<file path="src/rtl/cpu_control_sequencer.sv">
// cpu_control_sequencer: multi-cycle fetch/decode/execute control FSM with memory watchdog
module cpu_control_sequencer #(
    parameter int MEM_TIMEOUT = 16,
    parameter int COUNT_W = 16
) (
    input  logic               clk,
    input  logic               rst,
    input  logic               enable,
    input  logic [4:0]         opcode,
    input  logic [3:0]         flags,
    input  logic               mem_ready,
    output logic               rd_en,
    output logic               wr_en,
    output logic               inc_pc,
    output logic               load_pc,
    output logic               load_reg,
    output logic               alu_en,
    output logic               mode,
    output logic               illegal_op,
    output logic               bus_err,
    output logic               halted,
    output logic [3:0]         state,
    output logic [COUNT_W-1:0] instr_count
);
    typedef enum logic [3:0] {
        IDLE      = 4'd0,
        FETCH     = 4'd1,
        DECODE    = 4'd2,
        EXECUTE   = 4'd3,
        MEM_RD    = 4'd4,
        MEM_WR    = 4'd5,
        BRANCH    = 4'd6,
        WRITEBACK = 4'd7,
        HALTED    = 4'd8
    } state_t;
    localparam int TW = $clog2(MEM_TIMEOUT + 1);
    state_t             state_q, state_d;
    logic [4:0]         opcode_q, opcode_d;
    logic [TW-1:0]      tmo_q, tmo_d;
    logic [COUNT_W-1:0] count_q, count_d;
    logic               bus_err_q, bus_err_d;
    logic               waiting, expired, fin, taken, bad_op;
    logic               unused_flags;
    assign unused_flags = ^{flags[1], flags[3]};
    // Next-state, watchdog and retire logic; fin marks an instruction boundary
    always_comb begin
        waiting   = state_q == FETCH || state_q == MEM_RD || state_q == MEM_WR;
        expired   = waiting && !mem_ready && tmo_q == TW'(MEM_TIMEOUT - 1);
        bad_op    = opcode >= 5'h16 && opcode <= 5'h1E;
        taken     = opcode_q == 5'h12 || (opcode_q == 5'h13 && flags[0]) ||
                    (opcode_q == 5'h14 && !flags[0]) || (opcode_q == 5'h15 && flags[2]);
        opcode_d  = state_q == DECODE ? opcode : opcode_q;
        fin       = 1'b0;
        state_d   = state_q;
        case (state_q)
            IDLE:      state_d = enable ? FETCH : IDLE;
            FETCH:     state_d = mem_ready ? DECODE : FETCH;
            DECODE: begin
                fin     = opcode == 5'h00 || bad_op;
                state_d = opcode == 5'h1F ? HALTED :
                          opcode <= 5'h0F ? EXECUTE :
                          opcode == 5'h10 ? MEM_RD :
                          opcode == 5'h11 ? MEM_WR : BRANCH;
            end
            EXECUTE:   state_d = WRITEBACK;
            MEM_RD:    state_d = mem_ready ? WRITEBACK : MEM_RD;
            MEM_WR:    fin = mem_ready;
            BRANCH:    fin = 1'b1;
            WRITEBACK: fin = 1'b1;
            default:   state_d = HALTED;
        endcase
        if (fin) state_d = enable ? FETCH : IDLE;
        if (expired) state_d = HALTED;
        count_d   = count_q + COUNT_W'(fin || (state_q == DECODE && opcode == 5'h1F));
        bus_err_d = bus_err_q | expired;
        tmo_d     = state_d != state_q ? '0 : tmo_q + TW'(waiting && !mem_ready);
    end
    // State, latched opcode, watchdog count, retire count and sticky bus error
    always_ff @(posedge clk) begin
        if (rst) begin
            state_q   <= IDLE;
            opcode_q  <= '0;
            tmo_q     <= '0;
            count_q   <= '0;
            bus_err_q <= 1'b0;
        end else begin
            state_q   <= state_d;
            opcode_q  <= opcode_d;
            tmo_q     <= tmo_d;
            count_q   <= count_d;
            bus_err_q <= bus_err_d;
        end
    end
    assign rd_en       = state_q == FETCH || state_q == MEM_RD;
    assign wr_en       = state_q == MEM_WR;
    assign inc_pc      = state_q == DECODE;
    assign load_pc     = state_q == BRANCH && taken;
    assign load_reg    = state_q == WRITEBACK;
    assign alu_en      = state_q == EXECUTE;
    assign mode        = state_q == EXECUTE && opcode_q[3];
    assign illegal_op  = state_q == DECODE && bad_op;
    assign bus_err     = bus_err_q;
    assign halted      = state_q == HALTED;
    assign state       = state_q;
    assign instr_count = count_q;
endmodule

</file>
<file path="config.mk">
export PLATFORM = sky130hd
export DESIGN_NAME = cpu_control_sequencer
export DESIGN_NICKNAME = d
export VERILOG_FILES = /design/src/rtl/cpu_control_sequencer.sv
export SDC_FILE = /design/constraint.sdc
export NUM_CORES = 1
export LEC_CHECK = 0
export BUFFER_PORTS_ARGS = -buffer_cell sky130_fd_sc_hd__buf_2
export CORE_ASPECT_RATIO = 1.2
export CORE_MARGIN = 2
export CORE_UTILIZATION = 28
export CTS_CLUSTER_SIZE = 30
export DETAILED_ROUTE_END_ITERATION = 6
export PLACE_DENSITY = 0.46
export RECOVER_POWER = 25
export SLEW_MARGIN = 20
export SYNTH_ARGS = -nofsm -noshare
export SYNTH_HDL_FRONTEND = slang
export SYNTH_SLANG_ARGS = --single-unit
</file>
<file path="constraint.sdc">
create_clock -name clk -period 4.42 [get_ports clk]
set_clock_uncertainty 0.05 [all_clocks]
set_input_delay 0.442 -clock clk [delete_from_list [all_inputs] [get_ports clk]]
set_output_delay 0.442 -clock clk [all_outputs]
set_load 0.05 [all_outputs]
</file>
# After elaboration in Yosys (flattened, before gate mapping)
# Index checks and enable logic that the tools add are counted.
totals:
  input_bits: 13
  word_cells: 63
  regBits: 31
op_classes:
  eq_ne: 17
  bitwise_logic: 1
  n_mux: 11
  magnitude_cmp: 3
  addsub: 2
  reduce_logical: 24
op_table:
  columns: ["cell", "count"]
  rows:
  - ["5-bit == test, second input constant", 7]
  - ["4-bit case mux with 6 select lines", 1]
  - ["16-bit by 1-bit adder with 16-bit output", 1]
  - ["4-bit by 3-bit == test with 1-bit output, second input constant", 4]
  - ["4-bit two-way mux", 3]
  - ["1-bit logical AND", 10]
  - ["4-bit by 2-bit == test with 1-bit output, second input constant", 2]
  - ["2-bit two-way mux", 4]
  - ["1-bit logical OR", 7]
  - ["5-bit by 1-bit adder with 5-bit output", 1]
  - ["5-bit by 4-bit == test with 1-bit output, second input constant", 1]
  - ["5-bit >= comparator, second input constant", 1]
  - ["5-bit by 4-bit <= comparator with 1-bit output, second input constant", 1]
  - ["5-bit <= comparator, second input constant", 1]
  - ["5-bit logical NOT", 1]
  - ["4-bit by 1-bit == test with 1-bit output, second input constant", 1]
  - ["4-bit == test, second input constant", 1]
  - ["4-bit logical NOT", 1]
  - ["4-bit != test", 1]
  - ["2-bit OR reduction", 2]
  - ["3-bit two-way mux", 1]
  - ["1-bit case mux with 3 select lines", 1]
  - ["3-bit OR reduction", 1]
  - ["1-bit logical NOT", 2]
  - ["other kinds (2)", 2]

# Logic depth before layout (Yosys ltp)
# Gate-level depths: netlist of the first run.
depth:
  depth_word: 10
  depth_mapped: 14
  ltp_nobuf: 11

# Worst setup path after synthesis of the first run
# No wires, ideal clock.
synth_path:
  kind: "register -> output"
  start: "reg state_q[0], in the netlist state[0]"
  end: "out illegal_op"
  t_required_ps: 3928
  t_arrival_ps: 2603
  stages_incl_launch_ff: 7
  n_path_buf: 2
  path_slack_ps: 1325
  cell_sequence: "dfxtp_1 > buf_6 > or4b_1 > buf_6 > clkinv_8 > nand2_1 > nor3_1"
synth_between:
  elab_chain_cells: 2
synth_lines:
  columns: ["item", "line", "rtl"]
  rows:
  - ["from (decl)", "37", "state_t state_q, state_d;"]
  - ["from (signal assigned)", "87", "state_q <= state_d;"]
  - ["4-bit by 2-bit == test with 1-bit output", null, null]
  - ["via inc_pc", "14", "output logic inc_pc,"]
  - ["1-bit logical AND", "101", "assign illegal_op = state_q == DECODE && bad_op;"]
  - ["to (decl)", "19", "output logic illegal_op,"]
# The timed path passes the listed nets, and every way through them passes these cells.

# Worst setup path in the final report of the first run
layout_path:
  start: "reg state_q[3], in the netlist state[3]"
  end: "reg count_q[15], in the netlist instr_count[15]"
layout_between:
  elab_chain_cells: 5
  elab_cells_between_ends: 9
layout_lines:
  columns: ["item", "line", "rtl"]
  rows:
  - ["4-bit by 3-bit == test with 1-bit output", "55", "case (state_q)"]
  - ["2-bit OR reduction (no line)", null, null]
  - ["1-bit case mux with 3 select lines", "55", null]
  - ["1-bit logical OR *", "74", "count_d = count_q + COUNT_W'(fin || (state_q == DECODE && opcode == 5'h1F));"]
  - ["16-bit by 1-bit adder with 16-bit output *", "74", null]
  - ["to (signal assigned)", "90", "count_q <= count_d;"]
  - ["to (decl)", "40", "logic [COUNT_W-1:0] count_q, count_d;"]
# Every way passes the cells marked *; elsewhere a longest branch is shown, timed or not.
# A chain may end at the register's enable or synchronous reset.

==> flow_metrics.env, run 1 <==
export IMPL_fin_crit_ps=2920
export IMPL_powerDensity_nw_per_um2=369
export IMPL_wl_met1_mm=1.87
export IMPL_antenna_found_initial=0
export IMPL_cts_tree="done"
export IMPL_setup_tns_ps=0
export IMPL_synthTopCellsByCount="dfxtp_1 (31), nor2_1 (26), nand2_1 (18), nand3_1 (13)"
export IMPL_r2r_start="state[3]"
export IMPL_grt_pass1_vias=1359
export IMPL_vias_per_cell=4.75
export IMPL_regArea_sq_um=621
export IMPL_synthMostInstantiatedCell="dfxtp_1"
export IMPL_drt_wl_total_mm=3.99
export IMPL_max_freq_mhz=342
export IMPL_synth_top_area_frac=0.373
export IMPL_dieHeight_microns=88.4
export IMPL_grt_max_degree=28
export IMPL_netlist_top_cell_by_area="dfxtp_1"
export IMPL_synth_mux_area_frac=0.0241
export IMPL_cp_end_kind="register"
export IMPL_wl_per_cell_microns=12.7
export IMPL_dp_hpwl_mm=2.89
export IMPL_final_core_util=0.346
export IMPL_startpoint_type="register"
export IMPL_met3WireLength_microns=217
export IMPL_maxSlewHeadroom=0.602
export IMPL_cts_root_buffer="clkbuf_8"
export IMPL_first_pass_iters=6
export IMPL_fill_cells=649
export IMPL_h_tree_depth=2
export IMPL_min_from="opcode[0]"
export IMPL_synth_edf_count=0
export IMPL_startpoint="state[3]"
export IMPL_cp_arrival_ps=3020
export IMPL_cp_max_fo=17
export IMPL_die_area_sq_um=6570
export IMPL_gp_congestion=0.741
export IMPL_nets=250
export IMPL_yosys_area_share_xor_xnor=0.0843
export IMPL_syn_area_per_cell_sq_um=8.44
export IMPL_whs_ps=394
export IMPL_synth_area_leaders="dfxtp_1 (37%), nor2_1 (5.9%), xor2_1 (5.8%)"
export IMPL_syn_num_nets=214
export IMPL_p_leak_nw=0.779
export IMPL_syn_to_final_growth_pct=18.6
export IMPL_clk_pin_slew_ps=70
export IMPL_final_layout_size_suffix_gt1_frac=0.167
export IMPL_run_status="complete, no violations"
export IMPL_synthArstFlopShare=0
export IMPL_drv_cap=0
export IMPL_io_buffers=40
export IMPL_hold_buffers=0
export IMPL_ir_drop_v=0.000147
export IMPL_synth_top_family_by_area="simple AND/OR/NAND/NOR gates"
export IMPL_yosysSeqAreaShare=0.373
export IMPL_highest_layer="met4"
export IMPL_gr_usage_all_layers=0.129
export IMPL_n_antenna_cell=0
export IMPL_drt_iter0_drc=64
export IMPL_die_w_microns=74.4
export IMPL_drv_slew=0
export IMPL_synth_distinct_cells=46
export IMPL_synth_compound_area_frac=0.109
export IMPL_drc=0
export IMPL_detail_route_antenna_nets=0
export IMPL_grt_pass1_wl_mm=6.49
export IMPL_yosys_area_share_simple=0.322
export IMPL_cts_made_buffers=5
export IMPL_yosys_register_bits=31
export IMPL_holdCritPathClass="in2reg"
export IMPL_start_util=0.291
export IMPL_crit_type="reg2reg"
export IMPL_tightest_slew_ps=600
export IMPL_yosys_warnings=0
export IMPL_core_area_sq_um=5710
export IMPL_clockBufferDepth=2
export IMPL_fin_crit_sh=0.661
export IMPL_wl_met2_mm=1.84
export IMPL_multi_input_area_sq_um=947
export IMPL_cts_resized=0
export IMPL_gr_total_overflow=0
export IMPL_placementRows=30
export IMPL_worstPathRequired_ps=4520
export IMPL_hold_viol_final=0
export IMPL_postCtsSetupBuffers=0
export IMPL_rsz0062_at_grt="false"
export IMPL_synth_fa_ha_area_frac=0.0301
export IMPL_synth_ff_type="dfxtp_1"
export IMPL_clock_latency_ps=280
export IMPL_setup_viol=0
export IMPL_vias=1488
export IMPL_synthCells=197
export IMPL_ioPinCount=43
export IMPL_cts_sinks=31
export IMPL_netlist_area_sq_um=1660
[worst max-delay path, stage by stage, from the launching register on]
cell and delay (ps):
dfxtp_1 470, or4b_1 790, clkinv_8 140, nand3_1 110, o21ai_0 110, ha_1 200
and3_1 290, nand2_1 80, nor2_1 220, nand3_1 130, xor2_1 140, nor2_1 50
[layout by cell type, fill, tap and decap left out, types with 2 or more instances in the layout]
master and n:
buf_2 25, nor3b_1 2, clkbuf_1 15, o21ai_0 2
and2_1 2, xnor2_1 5, xor2_1 11, dfxtp_1 31
and4_1 2, nor2_1 26, o31ai_1 2, nand4_1 4
nor2b_1 4, mux2i_1 4, inv_1 5, a21oi_1 11
nand3_1 13, nand2_1 18, clkbuf_8 6, nor4b_1 4
ha_1 4, nor3_1 7, nand2b_1 3, and3_1 4
[final cells by class]
cell class | instances | share of cell area
Timing Repair Buffer | 40 | 0.0920
Tap cell | 80 | 0.0508
Clock inverter | 1 | 0.00254
Clock buffer | 6 | 0.0419
Sequential cell | 31 | 0.315
Inverter | 6 | 0.0178
Multi-Input combinational cell | 149 | 0.480
[through the flow]
stage | std cells | cell area [sq um] | total power [mW] | setup WS (ps)
after global placement | 306 | 1900 | 0.510 | 1370
after CTS | 313 | 1990 | 0.744 | 1460
final | 313 | 1970 | 0.728 | 1500
after global routing | 313 | 1970 | 0.771 | 1240
after floorplan | 197 | 1660 | 0.472 | 1330
after detailed placement | 306 | 1900 | 0.510 | 1410
[where the power goes]
group          internal, mW  switching (mW)  total [mW]
clock                 0.122           0.104       0.226
combinational        0.0586           0.131       0.190
sequential            0.292          0.0200       0.312
[sequential cells by signal (all words and copies together) (netlist names)]
register	flops
instr_count	16
state	4
tmo_q	5
opcode_q	5
bus_err	1
[path summary, 6_finish.rpt]
check / to / slack, ps / cells past startpoint
worst max-delay path: instr_count[15] / 1500 / 11
worst min-delay path: opcode_q[0] / 390 / 3
worst max register to register: instr_count[15] / 1500 / 11
worst min register to register: opcode_q[4] / 400 / 2
[per-layer routing]
layer  vias up  GRT usage
met3         4     0.0353
met2        39      0.198
met4         0     0.0487
met5         -          0
li1        759          -
met1       686      0.174
[kinds of logic (layout without fill, tap and decap cells)]
| kind of cell | Yosys count | after routing |
|---|---|---|
| AOI/OAI and AO/OA | 26 | 26 |
| xor gates and xnor gates | 16 | 16 |
| adders and majority gates | 4 | 4 |
| buffers and inverters | 17 | 53 |
| DFF | 31 | 31 |
| muxes | 4 | 4 |
| and+or+nand+nor | 99 | 99 |
(Power assumes the default switching activity.)
==> inputs of run 2 (changes only) <==
--- a/config.mk
+++ b/config.mk
@@ -5,13 +5,14 @@
 export SDC_FILE = /design/constraint.sdc
 export NUM_CORES = 1
 export LEC_CHECK = 0
+export ABC_AREA = 1
 export BUFFER_PORTS_ARGS = -buffer_cell sky130_fd_sc_hd__buf_2
 export CORE_ASPECT_RATIO = 1.2
 export CORE_MARGIN = 2
 export CORE_UTILIZATION = 28
 export CTS_CLUSTER_SIZE = 30
 export DETAILED_ROUTE_END_ITERATION = 6
-export PLACE_DENSITY = 0.46
+export PLACE_DENSITY = 0.47
 export RECOVER_POWER = 25
 export SLEW_MARGIN = 20
 export SYNTH_ARGS = -nofsm -noshare
==> constraint.sdc (replaced) <==
create_clock -name clk -period 2.6 [get_ports clk]
set_clock_uncertainty 0.05 [all_clocks]
set_input_delay 0.26 -clock clk [delete_from_list [all_inputs] [get_ports clk]]
set_output_delay 0.26 -clock clk [all_outputs]
set_load 0.05 [all_outputs]
==> flow_metrics.env, run 2 <==
export IMPL_run_status="complete, no violations"
export IMPL_layout_cells_most_common="buf_2"
export IMPL_cp_end_kind="register"
export IMPL_first_pass_iters=4
export IMPL_detail_route_antenna_nets=0
export IMPL_drv_slew=0
export IMPL_h_tree_depth=2
export IMPL_met3WireLength_microns=196
export IMPL_syn_num_nets=250
export IMPL_maxSlewHeadroom=0.605
export IMPL_rsz0062_at_grt="true"
export IMPL_worstPathRequired_ps=2770
export IMPL_r2r_end="instr_count[10]"
export IMPL_drt_iter0_drc=36
export IMPL_grt_max_degree=16
export IMPL_vias_per_cell=4.43
export IMPL_cts_sinks=31
export IMPL_synthTopCellsByCount="nand2_1 (32), dfxtp_1 (31), nor2_1 (31), inv_1 (29), o21ai_0 (15)"
export IMPL_antenna_found_initial=0
export IMPL_worstRegToRegCells=19
export IMPL_gr_usage_all_layers=0.134
export IMPL_r2r_start="state[0]"
export IMPL_yosys_register_bits=31
export IMPL_final_layout_size_suffix_gt1_frac=0.360
export IMPL_synth_edf_count=0
export IMPL_setup_tns_ps=0
export IMPL_syn_area_per_cell_sq_um=7.27
export IMPL_netlist_area_sq_um=1690
export IMPL_p_leak_nw=1.03
export IMPL_wl_met1_mm=1.85
export IMPL_cts_tree="done"
export IMPL_wl_per_cell_microns=10.9
export IMPL_synth_top_area_frac=0.366
export IMPL_cp_max_fo=6
export IMPL_clock_latency_ps=280
export IMPL_synthMostInstantiatedCell="nand2_1"
export IMPL_clk_pin_slew_ps=70
export IMPL_drc=0
export IMPL_max_freq_mhz=412
export IMPL_clockBufferDepth=2
export IMPL_hold_viol_final=0
export IMPL_dp_hpwl_mm=3.23
export IMPL_startpoint="state[0]"
export IMPL_highest_layer="met4"
export IMPL_final_cell_mix="buf_2 (35), nor2_1 (30), inv_1 (29), nand2_1 (29), dfxtp_1 (27)"
export IMPL_dieHeight_microns=89.2
export IMPL_nets=316
export IMPL_grt_pass1_wl_mm=6.80
export IMPL_placementRows=31
export IMPL_synthArstFlopShare=0
export IMPL_placed_cells=370
export IMPL_ioPinCount=43
export IMPL_hold_path_depth=3
export IMPL_cts_root_buffer="clkbuf_8"
export IMPL_syn_to_final_growth_pct=36.4
export IMPL_yosysSeqAreaShare=0.366
export IMPL_io_buffers=40
export IMPL_vias=1694
export IMPL_core_area_sq_um=5930
export IMPL_synthCells=233
export IMPL_netlist_top_cell_by_area="dfxtp_1"
export IMPL_gp_congestion=0.781
export IMPL_largest_reg_flops=16
export IMPL_crit_type="reg2reg"
export IMPL_instances_no_fill=382
export IMPL_ir_drop_v=0.000374
export IMPL_setup_viol=0
export IMPL_cts_made_buffers=5
export IMPL_critPathCapture="instr_count[10]"
export IMPL_holdCritPathClass="in2reg"
export IMPL_fin_crit_sh=0.933
export IMPL_wl_met2_mm=2.03
export IMPL_tightest_slew_ps=595
export IMPL_drv_cap=0
export IMPL_synth_distinct_cells=33
export IMPL_hold_buffers=0
export IMPL_n_antenna_cell=0
export IMPL_powerDensity_nw_per_um2=732
export IMPL_startpoint_type="register"
export IMPL_start_util=0.285
export IMPL_die_w_microns=75.0
export IMPL_final_core_util=0.389
export IMPL_synth_ff_type="dfxtp_1"
export IMPL_r2r_setup_slack_ps=180
export IMPL_fin_crit_ps=2420
export IMPL_yosys_warnings=0
export IMPL_cp_arrival_ps=2590
export IMPL_die_area_sq_um=6690
export IMPL_drt_wl_total_mm=4.16
export IMPL_grt_pass1_vias=1572
export IMPL_gr_total_overflow=0
export IMPL_synth_area_leaders="dfxtp_1 (37%), nand2_1 (7.1%), nor2_1 (6.9%)"
## run 2: final cells by class
| type | instances | area [sq um] |
|---|---|---|
| fillers | 667 | 3620 |
| clock inverters | 3 | 15.0 |
| repair buffers | 64 | 374 |
| flip-flops and latches | 31 | 633 |
| clock buffers | 5 | 68.8 |
| multi-input cells | 163 | 985 |
| inverters | 34 | 133 |
| well taps | 82 | 103 |
## run 2: metrics by stage
stage / worst slack [ps] / total power, mW / area, sq um / hold slack, ps
after floorplan: -83.0 / 1.16 / 1750 / 286
after global placement: 53.4 / 1.31 / 2160 / 397
after detailed placement: 15.4 / 1.31 / 2160 / 401
after CTS: 16.9 / 1.69 / 2240 / 186
after global routing: -36.7 / 1.82 / 2310 / 196
final: 175 / 1.69 / 2310 / 190
## run 2: worst max-delay path: stages, from the launching register on
cell and delay, ps:
dfxtp_4 370, clkinv_4 70, nand2_4 60, nor2_4 150, nand3_2 110, nand2_2 110, nor2_4 50, nand2_2 80
ha_4 140, ha_4 120, nand2_1 40, inv_1 80, nand2_2 70, nor2_4 110, nand2_1 60, nor2_2 120
nand2_2 90, buf_4 150, o21ai_0 150, nor3b_2 170
## run 2: what timing repair did
action | in CTS | in global routing
setup endpoints to repair | 0 | 6
setup buffers | 0 | 4
resized for setup | 0 | 9
## run 2: cells by family (layout without fill, tap and decap cells)
family / count (synthesis) / count (layout) / synth area share
buf+inv: 39 / 106 / 0.103
xor+xnor: 4 / 4 / 0.0207
simple gates: 116 / 116 / 0.351
flops: 31 / 31 / 0.366
compound gates: 39 / 39 / 0.130
fa+ha+maj: 4 / 4 / 0.0295
## run 2: worst min path at each step
| stage | startpoint | to |
|---|---|---|
| after CTS | opcode[1] | opcode_q[1] |
| after global placement | bus_err | bus_err |
| after detailed placement | bus_err | bus_err |
| after floorplan | rst | instr_count[10] |
| final | opcode[1] | opcode_q[1] |
| after global routing | opcode[1] | opcode_q[1] |
## run 2: routing by layer
| layer | up-vias | track usage |
|---|---|---|
| met3 | 8 | 0.0361 |
| met4 | 0 | 0.0552 |
| li1 | 899 | - |
| met5 | - | 0 |
| met2 | 30 | 0.226 |
| met1 | 757 | 0.158 |
## run 2: power by group
part	internal (mW)	total, mW	switching (mW)	leakage (nW)
sequential	0.533	0.577	0.0448	0.253
combinational	0.258	0.751	0.493	0.731
clock	0.183	0.364	0.181	0.0477
